### config.mk
export PLATFORM = sky130hd
export DESIGN_NAME = audio_sample_feeder
export DESIGN_NICKNAME = d
export VERILOG_FILES = /design/src/rtl/audio_pkg.sv /design/src/rtl/audio_sync_fifo.sv /design/src/rtl/audio_sample_feeder.sv
export SDC_FILE = /design/constraint.sdc
export NUM_CORES = 1
export LEC_CHECK = 0
export CORE_UTILIZATION = 32
export CTS_CLUSTER_SIZE = 24
export DETAILED_ROUTE_END_ITERATION = 8
export PLACE_DENSITY = 0.44
export SLEW_MARGIN = 20
export SYNTH_ARGS = -nofsm -noshare
export SYNTH_HDL_FRONTEND = slang
export SYNTH_SLANG_ARGS = --single-unit
### constraint.sdc
create_clock -name clock_i -period 4.9 [get_ports clock_i]
set_input_delay 1.225 -clock clock_i [delete_from_list [all_inputs] [get_ports clock_i]]
set_output_delay 1.225 -clock clock_i [all_outputs]
set_load 0.02 [all_outputs]
### src/rtl/audio_pkg.sv
// Shared types and constants for the PWM audio path: sample width, silence
// level and the feeder handshake states.
package audio_pkg;

    localparam int AUDIO_WORD_LENGTH = 16;

    // PWM midscale, heard as silence
    localparam logic [AUDIO_WORD_LENGTH-1:0] AUDIO_SILENCE_WORD = 16'h8000;

    typedef logic [AUDIO_WORD_LENGTH-1:0] audio_sample_t;

    typedef enum logic [1:0] {
        FEEDER_IDLE    = 2'd0,
        FEEDER_SEND    = 2'd1,
        FEEDER_RELEASE = 2'd2
    } feeder_state_t;

endpackage

### src/rtl/audio_sync_fifo.sv
// Single-clock FIFO with occupancy count; combinational read of the head entry,
// no write-to-read bypass, synchronous active-low reset of pointers and level.
module audio_sync_fifo
    import audio_pkg::*;
#(
    parameter int WIDTH = AUDIO_WORD_LENGTH,
    parameter int DEPTH = 16
) (
    input  logic                       clock_i,
    input  logic                       reset_n_i,
    input  logic                       wr_en_i,
    input  logic [WIDTH-1:0]           wr_data_i,
    input  logic                       rd_en_i,
    output logic [WIDTH-1:0]           rd_data_o,
    output logic                       full_o,
    output logic                       empty_o,
    output logic [$clog2(DEPTH):0]     level_o
);

    localparam int ADDR_W = $clog2(DEPTH);

    logic [WIDTH-1:0]  mem [DEPTH];
    logic [ADDR_W-1:0] wr_ptr;
    logic [ADDR_W-1:0] rd_ptr;
    logic [ADDR_W:0]   level;
    logic              wr_ok;
    logic              rd_ok;

    assign full_o    = (level == (ADDR_W+1)'(DEPTH));
    assign empty_o   = (level == '0);
    assign level_o   = level;
    assign rd_data_o = mem[rd_ptr];

    // Full/empty are judged on the registered level, so a write into a full
    // FIFO is dropped even if a pop happens in the same cycle.
    assign wr_ok = wr_en_i && !full_o;
    assign rd_ok = rd_en_i && !empty_o;

    always_ff @(posedge clock_i) begin
        if (wr_ok) begin
            mem[wr_ptr] <= wr_data_i;
        end
    end

    always_ff @(posedge clock_i) begin
        if (!reset_n_i) begin
            wr_ptr <= '0;
            rd_ptr <= '0;
            level  <= '0;
        end else begin
            if (wr_ok) begin
                wr_ptr <= wr_ptr + 1'b1;
            end
            if (rd_ok) begin
                rd_ptr <= rd_ptr + 1'b1;
            end
            case ({wr_ok, rd_ok})
                2'b10:   level <= level + 1'b1;
                2'b01:   level <= level - 1'b1;
                default: level <= level;
            endcase
        end
    end

endmodule

### src/rtl/audio_sample_feeder.sv
// Feeds buffered samples to the PWM serializer one word per enable/done handshake,
// substituting a fill word on underrun. Define AUDIO_SAMPLE_FEEDER_HOLD_LAST_EN to repeat the last sample instead of silence.
module audio_sample_feeder
    import audio_pkg::*;
#(
    parameter int                     WORD_LENGTH  = AUDIO_WORD_LENGTH,
    parameter int                     DEPTH        = 16,
    parameter logic [WORD_LENGTH-1:0] SILENCE_WORD = AUDIO_SILENCE_WORD
) (
    input  logic                       clock_i,
    input  logic                       reset_n_i,
    input  logic                       wr_en_i,
    input  logic [WORD_LENGTH-1:0]     wr_data_i,
    output logic                       full_o,
    output logic                       empty_o,
    output logic [$clog2(DEPTH):0]     level_o,
    input  logic                       play_i,
    output logic                       ser_enable_o,
    output logic [WORD_LENGTH-1:0]     ser_data_o,
    input  logic                       ser_done_i,
    output logic                       overflow_o,
    output logic [15:0]                underrun_cnt_o
);

    feeder_state_t          state;
    logic [WORD_LENGTH-1:0] head_data;
    logic [WORD_LENGTH-1:0] fill_word;
    logic                   pop;
    logic                   start;

    assign start = (state == FEEDER_IDLE) && play_i;
    assign pop   = start && !empty_o;

    audio_sync_fifo #(
        .WIDTH (WORD_LENGTH),
        .DEPTH (DEPTH)
    ) u_fifo (
        .clock_i   (clock_i),
        .reset_n_i (reset_n_i),
        .wr_en_i   (wr_en_i),
        .wr_data_i (wr_data_i),
        .rd_en_i   (pop),
        .rd_data_o (head_data),
        .full_o    (full_o),
        .empty_o   (empty_o),
        .level_o   (level_o)
    );

`ifdef AUDIO_SAMPLE_FEEDER_HOLD_LAST_EN
    logic [WORD_LENGTH-1:0] last_sample;

    always_ff @(posedge clock_i) begin
        if (!reset_n_i) begin
            last_sample <= SILENCE_WORD;
        end else if (pop) begin
            last_sample <= head_data;
        end
    end

    assign fill_word = last_sample;
`else
    assign fill_word = SILENCE_WORD;
`endif

    // Enable is decoded from the state register so it drops on the reset edge.
    assign ser_enable_o = (state == FEEDER_SEND);

    always_ff @(posedge clock_i) begin
        if (!reset_n_i) begin
            state          <= FEEDER_IDLE;
            ser_data_o     <= '0;
            underrun_cnt_o <= '0;
        end else begin
            case (state)
                FEEDER_IDLE: begin
                    if (play_i) begin
                        state <= FEEDER_SEND;
                        if (!empty_o) begin
                            ser_data_o <= head_data;
                        end else begin
                            ser_data_o <= fill_word;
                            if (underrun_cnt_o != 16'hFFFF) begin
                                underrun_cnt_o <= underrun_cnt_o + 16'd1;
                            end
                        end
                    end
                end
                FEEDER_SEND: begin
                    if (ser_done_i) begin
                        state <= FEEDER_RELEASE;
                    end
                end
                FEEDER_RELEASE: begin
                    if (!ser_done_i) begin
                        state <= FEEDER_IDLE;
                    end
                end
                default: state <= FEEDER_IDLE;
            endcase
        end
    end

    always_ff @(posedge clock_i) begin
        if (!reset_n_i) begin
            overflow_o <= 1'b0;
        end else if (wr_en_i && full_o) begin
            overflow_o <= 1'b1;
        end
    end

endmodule
# ---- Word level (Yosys, flattened, before mapping)
# Memory sizes are Yosys's and may differ from the RTL's. A register that Yosys moved wholly into a read port is not among the register bits.
# Index checks and enable logic that the tools add are counted.
dict set report word_totals {
  memories 1
  output_inout_bits 41
  register_bits 48
  elab_cells 45
  ramBits 256
  in_bits 21
}
# memory depth word_bits read_ports rd_ports_with_merged_regs wr line_no
set mem_list {}
lappend mem_list {u_fifo.mem 16 16 1 1 1 audio_sync_fifo.sv:22} ;# logic [WIDTH-1:0] mem [DEPTH];
dict set report classes {
  n_mux 10
  add_sub_neg 5
  n_reduce_logical 13
  eq_ne 9
}
# cell n
set op_table {}
lappend op_table {{$add A16 B1 Y16 const B} 1}
lappend op_table {{$mux W16} 1}
lappend op_table {{$ne A16 B16 Y1 const B} 1}
lappend op_table {{$pmux W5 S2} 1}
lappend op_table {{$add A4 B1 Y4 const B} 2}
lappend op_table {{$mux W4} 2}
lappend op_table {{$mux W2} 3}
lappend op_table {{$pmux W2 S3} 1}
lappend op_table {{$add A5 B1 Y5 const B} 1}
lappend op_table {{$eq A5 B5 Y1 const B} 1}
lappend op_table {{$logic_and A1 B1 Y1} 5}
lappend op_table {{$logic_not A5 Y1} 1}
lappend op_table {{$sub A5 B1 Y5 const B} 1}
lappend op_table {{$eq A2 B1 Y1 const B} 2}
lappend op_table {{$eq A2 B2 Y1 const B} 2}
lappend op_table {{$ne A2 B2 Y1 const B} 2}
lappend op_table {{$reduce_and A4 Y1} 1}
lappend op_table {{$reduce_and A3 Y1} 1}
lappend op_table {{$logic_not A1 Y1} 2}
lappend op_table {{$logic_not A2 Y1} 1}
lappend op_table {{$mux W1} 2}
lappend op_table {{$ne A2 B1 Y1 const B} 1}
lappend op_table {{$reduce_and A2 Y1} 1}
lappend op_table {{$reduce_bool A2 Y1} 1}

# ---- Logic depth before layout (Yosys ltp)
dict set report depth {
  ltp_word 6
  ltp_mapped 12
  ltp_nobuf 10
}

# ---- Cells and area by module
# Synthesis repeated with hierarchy kept, for this count alone.
dict set report unflattened {
  hier_cells 709
  area_unflattened_um2 12194.2
}
# module instances seq_area_each_um2 area_each_um2 cells_per_inst
set modules_own_cells {}
lappend modules_own_cells {audio_sync_fifo 1 8027.7 10692.8 526}
lappend modules_own_cells {audio_sample_feeder 1 700.7 1501.4 183}

# ---- Worst setup path after synthesis
# OpenSTA, ideal clock, no wires.
dict set report synth_timing {
  kind {in2reg}
  from {input port play_i}
  to {register u_fifo.level[4] (netlist: u_fifo.level_o[4])}
  t_arrival_ns 3.386
  setup_ns 0.072
  slack_ns 1.442
  path_buffers 1
  required_ns 4.828
  path_stages 10
  path_cell_list {nor3b_4 a21boi_2 ha_1 clkbuf_1 xor2_1 ha_1 a31oi_1 a211o_1 a221oi_2 mux2i_1}
}
dict set report synth_via {
  elab_chain_cells 5
  word_cells_on_any_way 7
  classes_between {eq/ne: 2; mux: 1; reduce/logical: 4}
}
# element line_no
set synth_rtl {}
lappend synth_rtl {{from (decl)} audio_sample_feeder.sv:17} ;# input logic play_i,
lappend synth_rtl {{$logic_and A1 B1 Y1 *} audio_sample_feeder.sv:31} ;# assign start = (state == FEEDER_IDLE) && play_i;
lappend synth_rtl {{$logic_and A1 B1 Y1 *} audio_sample_feeder.sv:32} ;# assign pop = start && !empty_o;
lappend synth_rtl {{$logic_and A1 B1 Y1 *} audio_sync_fifo.sv:37} ;# assign rd_ok = rd_en_i && !empty_o;
lappend synth_rtl {{net u_fifo.rd_ok} audio_sync_fifo.sv:27} ;# logic rd_ok;
lappend synth_rtl {{$eq A2 B1 Y1 / $eq A2 B2 Y1 (equally long branches)} audio_sync_fifo.sv:57} ;# case ({wr_ok, rd_ok})
lappend synth_rtl {{$pmux W5 S2 / $reduce_bool A2 Y1 (equally long branches)} n/a}
lappend synth_rtl {{to (signal assigned)} audio_sync_fifo.sv:58} ;# 2'b10: level <= level + 1'b1;
lappend synth_rtl {{to (signal assigned)} audio_sync_fifo.sv:59} ;# 2'b01: level <= level - 1'b1;
lappend synth_rtl {{to (signal assigned)} audio_sync_fifo.sv:60} ;# default: level <= level;
lappend synth_rtl {{to (decl)} audio_sync_fifo.sv:25} ;# logic [ADDR_W:0] level;
# Mark *: on every way through the listed nets, which the timed path passes. The rest lies on a longest branch.
# A chain may end at the register's enable or synchronous reset.

# ---- Worst setup path in the final report
# Same ends and word-level chain as after synthesis.

==> metrics.yaml <==
syn-cell-area_sq_um: 12140
r2r-start: "state[1]"
core_sq_um: 36960
nets: 793
yosysMostFrequentCell: "edfxtp_1"
postRouteAntennaNets: 0
yosysTopAreaCell: "edfxtp_1"
wl_microns: 29220
insertion_delay_ns: 0.51
path_max_fanout: 11
tightest_slew_ns: 1.001
io_buffers: 61
timing.rr.end: "u_fifo.level_o[4]"
ios: 62
max_freq_mhz: 265.1
cts_buffers: 36
ir_worst_vdd_v: 0.0002438
cp_cell_sequence: "clkdlybuf4s50_1, nor3b_4, a21boi_2, ha_1, ha_1, nor4b_1, a211o_1, a221oi_2, mux2i_1"
yosys_warnings: 0
syn-instance-count: 673
grt_pass1_vias: 6976
clock_skew_ns: 0.01244
clkPwrFrac_pct: 35.8
dr.pass1.iters: 4
seqPwrFrac_pct: 45.1
min_period_ns: 3.772
hold_path.startpoint: "ser_data_o[6]"
max_stage_delay_ns: 0.46
finalHoldViolCount: 0
yosys-top-cells-area: "edfxtp_1 63%, mux4_2 12%, dfxtp_1 8.6%, mux2i_1 1.6%, nor2_1 1.2%"
viasPerCell: 4.941
start_kind: "primary input"
power.total_mw: 7.061
power_density_nw_per_um2: 484.8
setup_tns_ns: 0
outcome: "finished clean"
critPathMostFrequentCell: "ha_1"
worst_ep_required_time_ns: 5.29
p_int_mw: 5.183
synth_edf_count: 256
numPlacedInstances: 1229
synth_top_area_share_pct: 63.32
syn2layout_area_growth_pct: 19.96
maxCapViolCount: 0
drc: 0
wl_per_cell_microns: 22.60
synthesis.nets: 703
cts_sinks: 308
cp_data_arrival_time_ns: 4.16
fin_crit_sh_pct: 76.98
num_antenna_cells: 0
die_height_microns: 196.8
cts_tree: "built"
cp-end-kind: "flip-flop"
post-place-ws_ns: 0.7074
ys_ff_latch: 308
ys_seq_area_share_pct: 71.90
finalSetupViolCount: 0
hold_path_depth: 1
gp_congestion: 0.7923
clk_pin_slew_ns: 0.06
leakage_nw: 4.698
rsz0062_at_grt: "false"
slew_headroom_pct: 33.21
p_comb_share_pct: 19.1
start_util_pct: 32.85
rrSetupSlack_ns: 1.94
globalRouteTotalUtil_pct: 15.50
synth_commonest_cells: "256 x edfxtp_1, 64 x mux4_2, 52 x dfxtp_1"
post_cts_buffers: 0
postCtsHoldBufs: 0
die_area_sq_um: 38720
post-dp-hpwl_microns: 18380
first_iter_violations: 394
path_class: "primary input to flip-flop"
worst_slack_ns: 1.128
ys_dominant_reg_cell: "edfxtp_1"
hp-class: "flip-flop to flip-flop"
overflow: 0
critical_path_buf_inv_count: 1
min_to: "ser_data_o[6]"
htree_levels: 2
grt_max_degree: 45
async_flop_share_pct: 0
fin_hold_ws_ns: 0.4758
syn_area_per_cell_sq_um: 18.04
critical-path-slowest-cell: "clkdlybuf4s50_1"
slew_violations: 0
clockRootBuffer: "clkbuf_16"
synth.distinct_cells: 52
ctsResizeCount: 0
clockBufferDepth: 3
vias: 6389
die_x_microns: 196.8
rows: 70
rr_worst_depth: 8
final_layout_size_suffix_gt1_share_pct: 21.17
antenna_found_initial: 0
cpLargestDelayFamily: "simple AND/OR/NAND/NOR gates"
swShare_pct: 26.60
p_sw_mw: 1.878
grt_pass1_wl_microns: 44430
fin_cells: 1293
worst max-delay path by stage:
| stage | from | to | cells past startpoint |
|---|---|---|---|
| 2_1_floorplan | play_i | u_fifo.level_o[4] | 10 |
| 3_3_place_gp | play_i | u_fifo.level_o[2] | 10 |
| 3_5_place_dp | play_i | u_fifo.level_o[4] | 10 |
| 4_1_cts | play_i | u_fifo.level_o[4] | 10 |
| 5_1_grt | play_i | u_fifo.level_o[4] | 9 |
| 6_report | play_i | u_fifo.level_o[4] | 9 |
placed cells by master, fill, tap and decap left out, types with 5 or more instances in the layout:
cell type,Yosys,final
mux2i_1,20,20
xor2_1,9,9
nor2_1,40,28
clkbuf_16,0,37
a21oi_1,24,24
dfxtp_1,52,50
a211oi_1,16,16
nor2_2,0,12
clkinv_1,1,5
nand3_1,10,10
clkdlybuf4s50_1,0,61
xnor2_1,10,10
mux4_2,64,64
nand2_1,18,18
o21ai_0,7,7
or3_1,7,7
and2_1,17,17
ha_1,9,9
inv_1,8,8
buf_4,3,26
edfxtp_1,256,256
clkinv_2,0,7
clkbuf_1,16,11
a22o_1,15,15
metal layers:
layer  up-vias  track usage, %  routed length, microns
met5         -               0                       0
met4         0           3.216                     481
met3        36           3.080                    1089
met2       117           25.17                   13860
met1      3367           21.55                   13790
li1       2869               -                       -
cell type report:
class | count | area (sq um)
Fill cell | 3400 | 22400
Sequential cell | 308 | 8736
Multi-Input combinational cell | 319 | 3221
Clock buffer | 50 | 994.7
Timing Repair Buffer | 88 | 825.8
Tap cell | 504 | 630.6
Clock inverter | 14 | 118.9
Inverter | 10 | 37.54
power groups by stage:
| stage | Combinational [mW] | Sequential, mW | Clock [mW] |
|---|---|---|---|
| floorplan | 0.988 | 3.15 | 0 |
| global placement | 1.36 | 3.25 | 0 |
| detailed placement | 1.37 | 3.25 | 0 |
| CTS | 1.37 | 3.20 | 2.59 |
| global route | 1.45 | 3.22 | 2.69 |
| finish | 1.35 | 3.18 | 2.53 |
cell families after synthesis:
logic type	share of synthesized area, %
DFF	71.90
and+or+nand+nor	5.617
muxes	13.52
AOI/OAI and AO/OA	4.679
buffers and inverters	1.989
xor gates and xnor gates	1.371
adders and majority gates	0.9276
stage by stage:
step	utilization [%]	area, sq um
after global routing	39.40	14560
after global placement	36.38	13450
final	39.40	14560
after detailed placement	36.39	13450
after floorplan	-	12140
after CTS	39.40	14560
registers in the layout, indices dropped and copies added (netlist names), named ones only:
| register | flops |
|---|---|
| state | 2 |
| u_fifo.rd_ptr | 4 |
| ser_data_o | 16 |
| u_fifo.level_o | 5 |
| u_fifo.wr_ptr | 4 |
| overflow_o | 1 |
| underrun_cnt_o | 16 |
| u_fifo.mem | 256 |
No activity file was read; power rests on OpenSTA's default activity.
==> variant (same settings) <==
`DEPTH` is set to 16 in 2 places; all go to 32.
--- a/src/rtl/audio_sync_fifo.sv
+++ b/src/rtl/audio_sync_fifo.sv
@@ -4,7 +4,7 @@
     import audio_pkg::*;
 #(
     parameter int WIDTH = AUDIO_WORD_LENGTH,
-    parameter int DEPTH = 16
+    parameter int DEPTH = 32
 ) (
     input  logic                       clock_i,
     input  logic                       reset_n_i,
--- a/src/rtl/audio_sample_feeder.sv
+++ b/src/rtl/audio_sample_feeder.sv
@@ -4,7 +4,7 @@
     import audio_pkg::*;
 #(
     parameter int                     WORD_LENGTH  = AUDIO_WORD_LENGTH,
-    parameter int                     DEPTH        = 16,
+    parameter int                     DEPTH        = 32,
     parameter logic [WORD_LENGTH-1:0] SILENCE_WORD = AUDIO_SILENCE_WORD
 ) (
     input  logic                       clock_i,
Ports: changed (resized level_o); port bits go from 62 to 63. The function was not compared with the original's and may differ.
==> variant against the unedited design <==
Setup slack worse by 88 ps; non-clock buffer count up 35; first-iteration DRC count up 79%; sequential cell count grew 260; largest cell class unchanged; area after synthesis up 83%; worst hold slack got worse by 9.8 ps; total power is 75% higher; wire length grew 81%; count of clock-buffer cells in the layout rose by 32; largest power group unchanged; sequential power is 77% higher; via count is 72% higher; cell area grew 81%.
==> variant: results (changes against the unedited design) <==
Worst hold path:
- The path with the worst hold slack has its endpoint at overflow_o$_SDFFE_PN0P_.
- In this run the most critical hold path is launched from overflow_o$_SDFFE_PN0P_.
- The count of cells along the worst hold path is 2 (+1).

Synthesis:
- The synthesized net count is 1166 (+66%).
- Sorting the synthesized cells by area gives the leading types as sky130_fd_sc_hd__edfxtp_1 69%, sky130_fd_sc_hd__mux4_2 14%, sky130_fd_sc_hd__dfxtp_1 5.0%.
- The fraction of the mapped netlist area in adder cells is 0.00450 (-0.00478).
- The count of distinct cell types in the synthesized netlist came to 63 (+21%).
- The portion of the post-synthesis area used by sequential elements was 0.741 (+0.0223).
- The area share of the largest cell type after synthesis is 0.691 (+0.0576).
- The post-synthesis share of cell area spent on xor and xnor gates is 0.00551 (-0.00820).
- Counting instances in the post-synthesis netlist gives the leading cell types as 512 x sky130_fd_sc_hd__edfxtp_1, 143 x sky130_fd_sc_hd__mux4_2, 79 x sky130_fd_sc_hd__nor2_1, 56 x sky130_fd_sc_hd__dfxtp_1, 35 x sky130_fd_sc_hd__nand2_1.

Critical path:
- The delay contributed by the slowest stage of the critical path is 670 ps (+210 ps).
- The worst reg2reg path depth is 13 (+5).
- The endpoint arrival time on the critical path is 2640 ps (-1520 ps).
- The highest net fanout along the worst path is 12 (+1).

CTS:
- The TritonCTS buffer count is 61 (+69%).

STA:
- The tightest slew margin relative to the limit was 0.446 (+0.114).
- The final setup skew is 21.7 ps (+9.28 ps).
- The setup slack of the critical path after layout is 1040 ps (-88.5 ps).

Route:
- The met1 routed wirelength after detailed routing was 24.0 mm (+74%).
- The number of DRC violations after detailed-routing iteration 0 is 707 (+79%).
- The wire length per cell was 23.6 µm (+4.3%).
- The wire length on met2 is 25.9 mm (+87%).
- The average vias per placed instance is 4.91 (-0.63%).

Placed design:
- The worst setup slack before clock tree synthesis is 688 ps (-19.5 ps).
- The HPWL reported at the end of detailed placement is 32.2 mm (+75%).

Global routing:
- The global routing usage on met2 is 0.253 (+0.000843).
- The overall track demand over capacity in global routing is 0.152 (-0.00259).

Power and ir drop:
- The highest ir drop seen on vdd is 289 µV (+18%).

Cells and area:
- The share of final-layout standard cells stronger than drive strength 1 is 0.267 (+0.0553).
- The final instance count without filler cells came to 2242 (+73%).

Outcome:
- The flow ran to the end, and the final reports show no timing, DRC or antenna violations.
-- variant: changes by cell type in the layout (fill, tap and decap cells not counted), sizes merged, moves of 13 or more --
cell    before  now
mux4        64  143
o21ai        7   21
and2        18    1
clkbuf      50   82
nand2       18   35
nor2        40   79
nor3         8   21
a22o        15    0
buf         27   68
edfxtp     256  512
-- variant: layout make-up --
| cell class | instances | area (µm²) |
|---|---|---|
| Timing Repair Buffer | 123 | 1090 |
| Multi-Input combinational cell | 494 | 5490 |
| Clock inverter | 32 | 327 |
| Tap cell | 931 | 1160 |
| Fill cell | 6340 | 42400 |
| Sequential cell | 568 | 16500 |
| Inverter | 12 | 45.0 |
| Clock buffer | 82 | 1670 |
-- variant: power by group through the flow --
stage                     clock [µW]  combinational, µW  sequential, µW
after floorplan                    0               1550            5640
final                           4560               2140            5620
after global routing            4880               2320            5650
after global placement             0               2220            5740
after detailed placement           0               2220            5740
after CTS                       4700               2220            5630
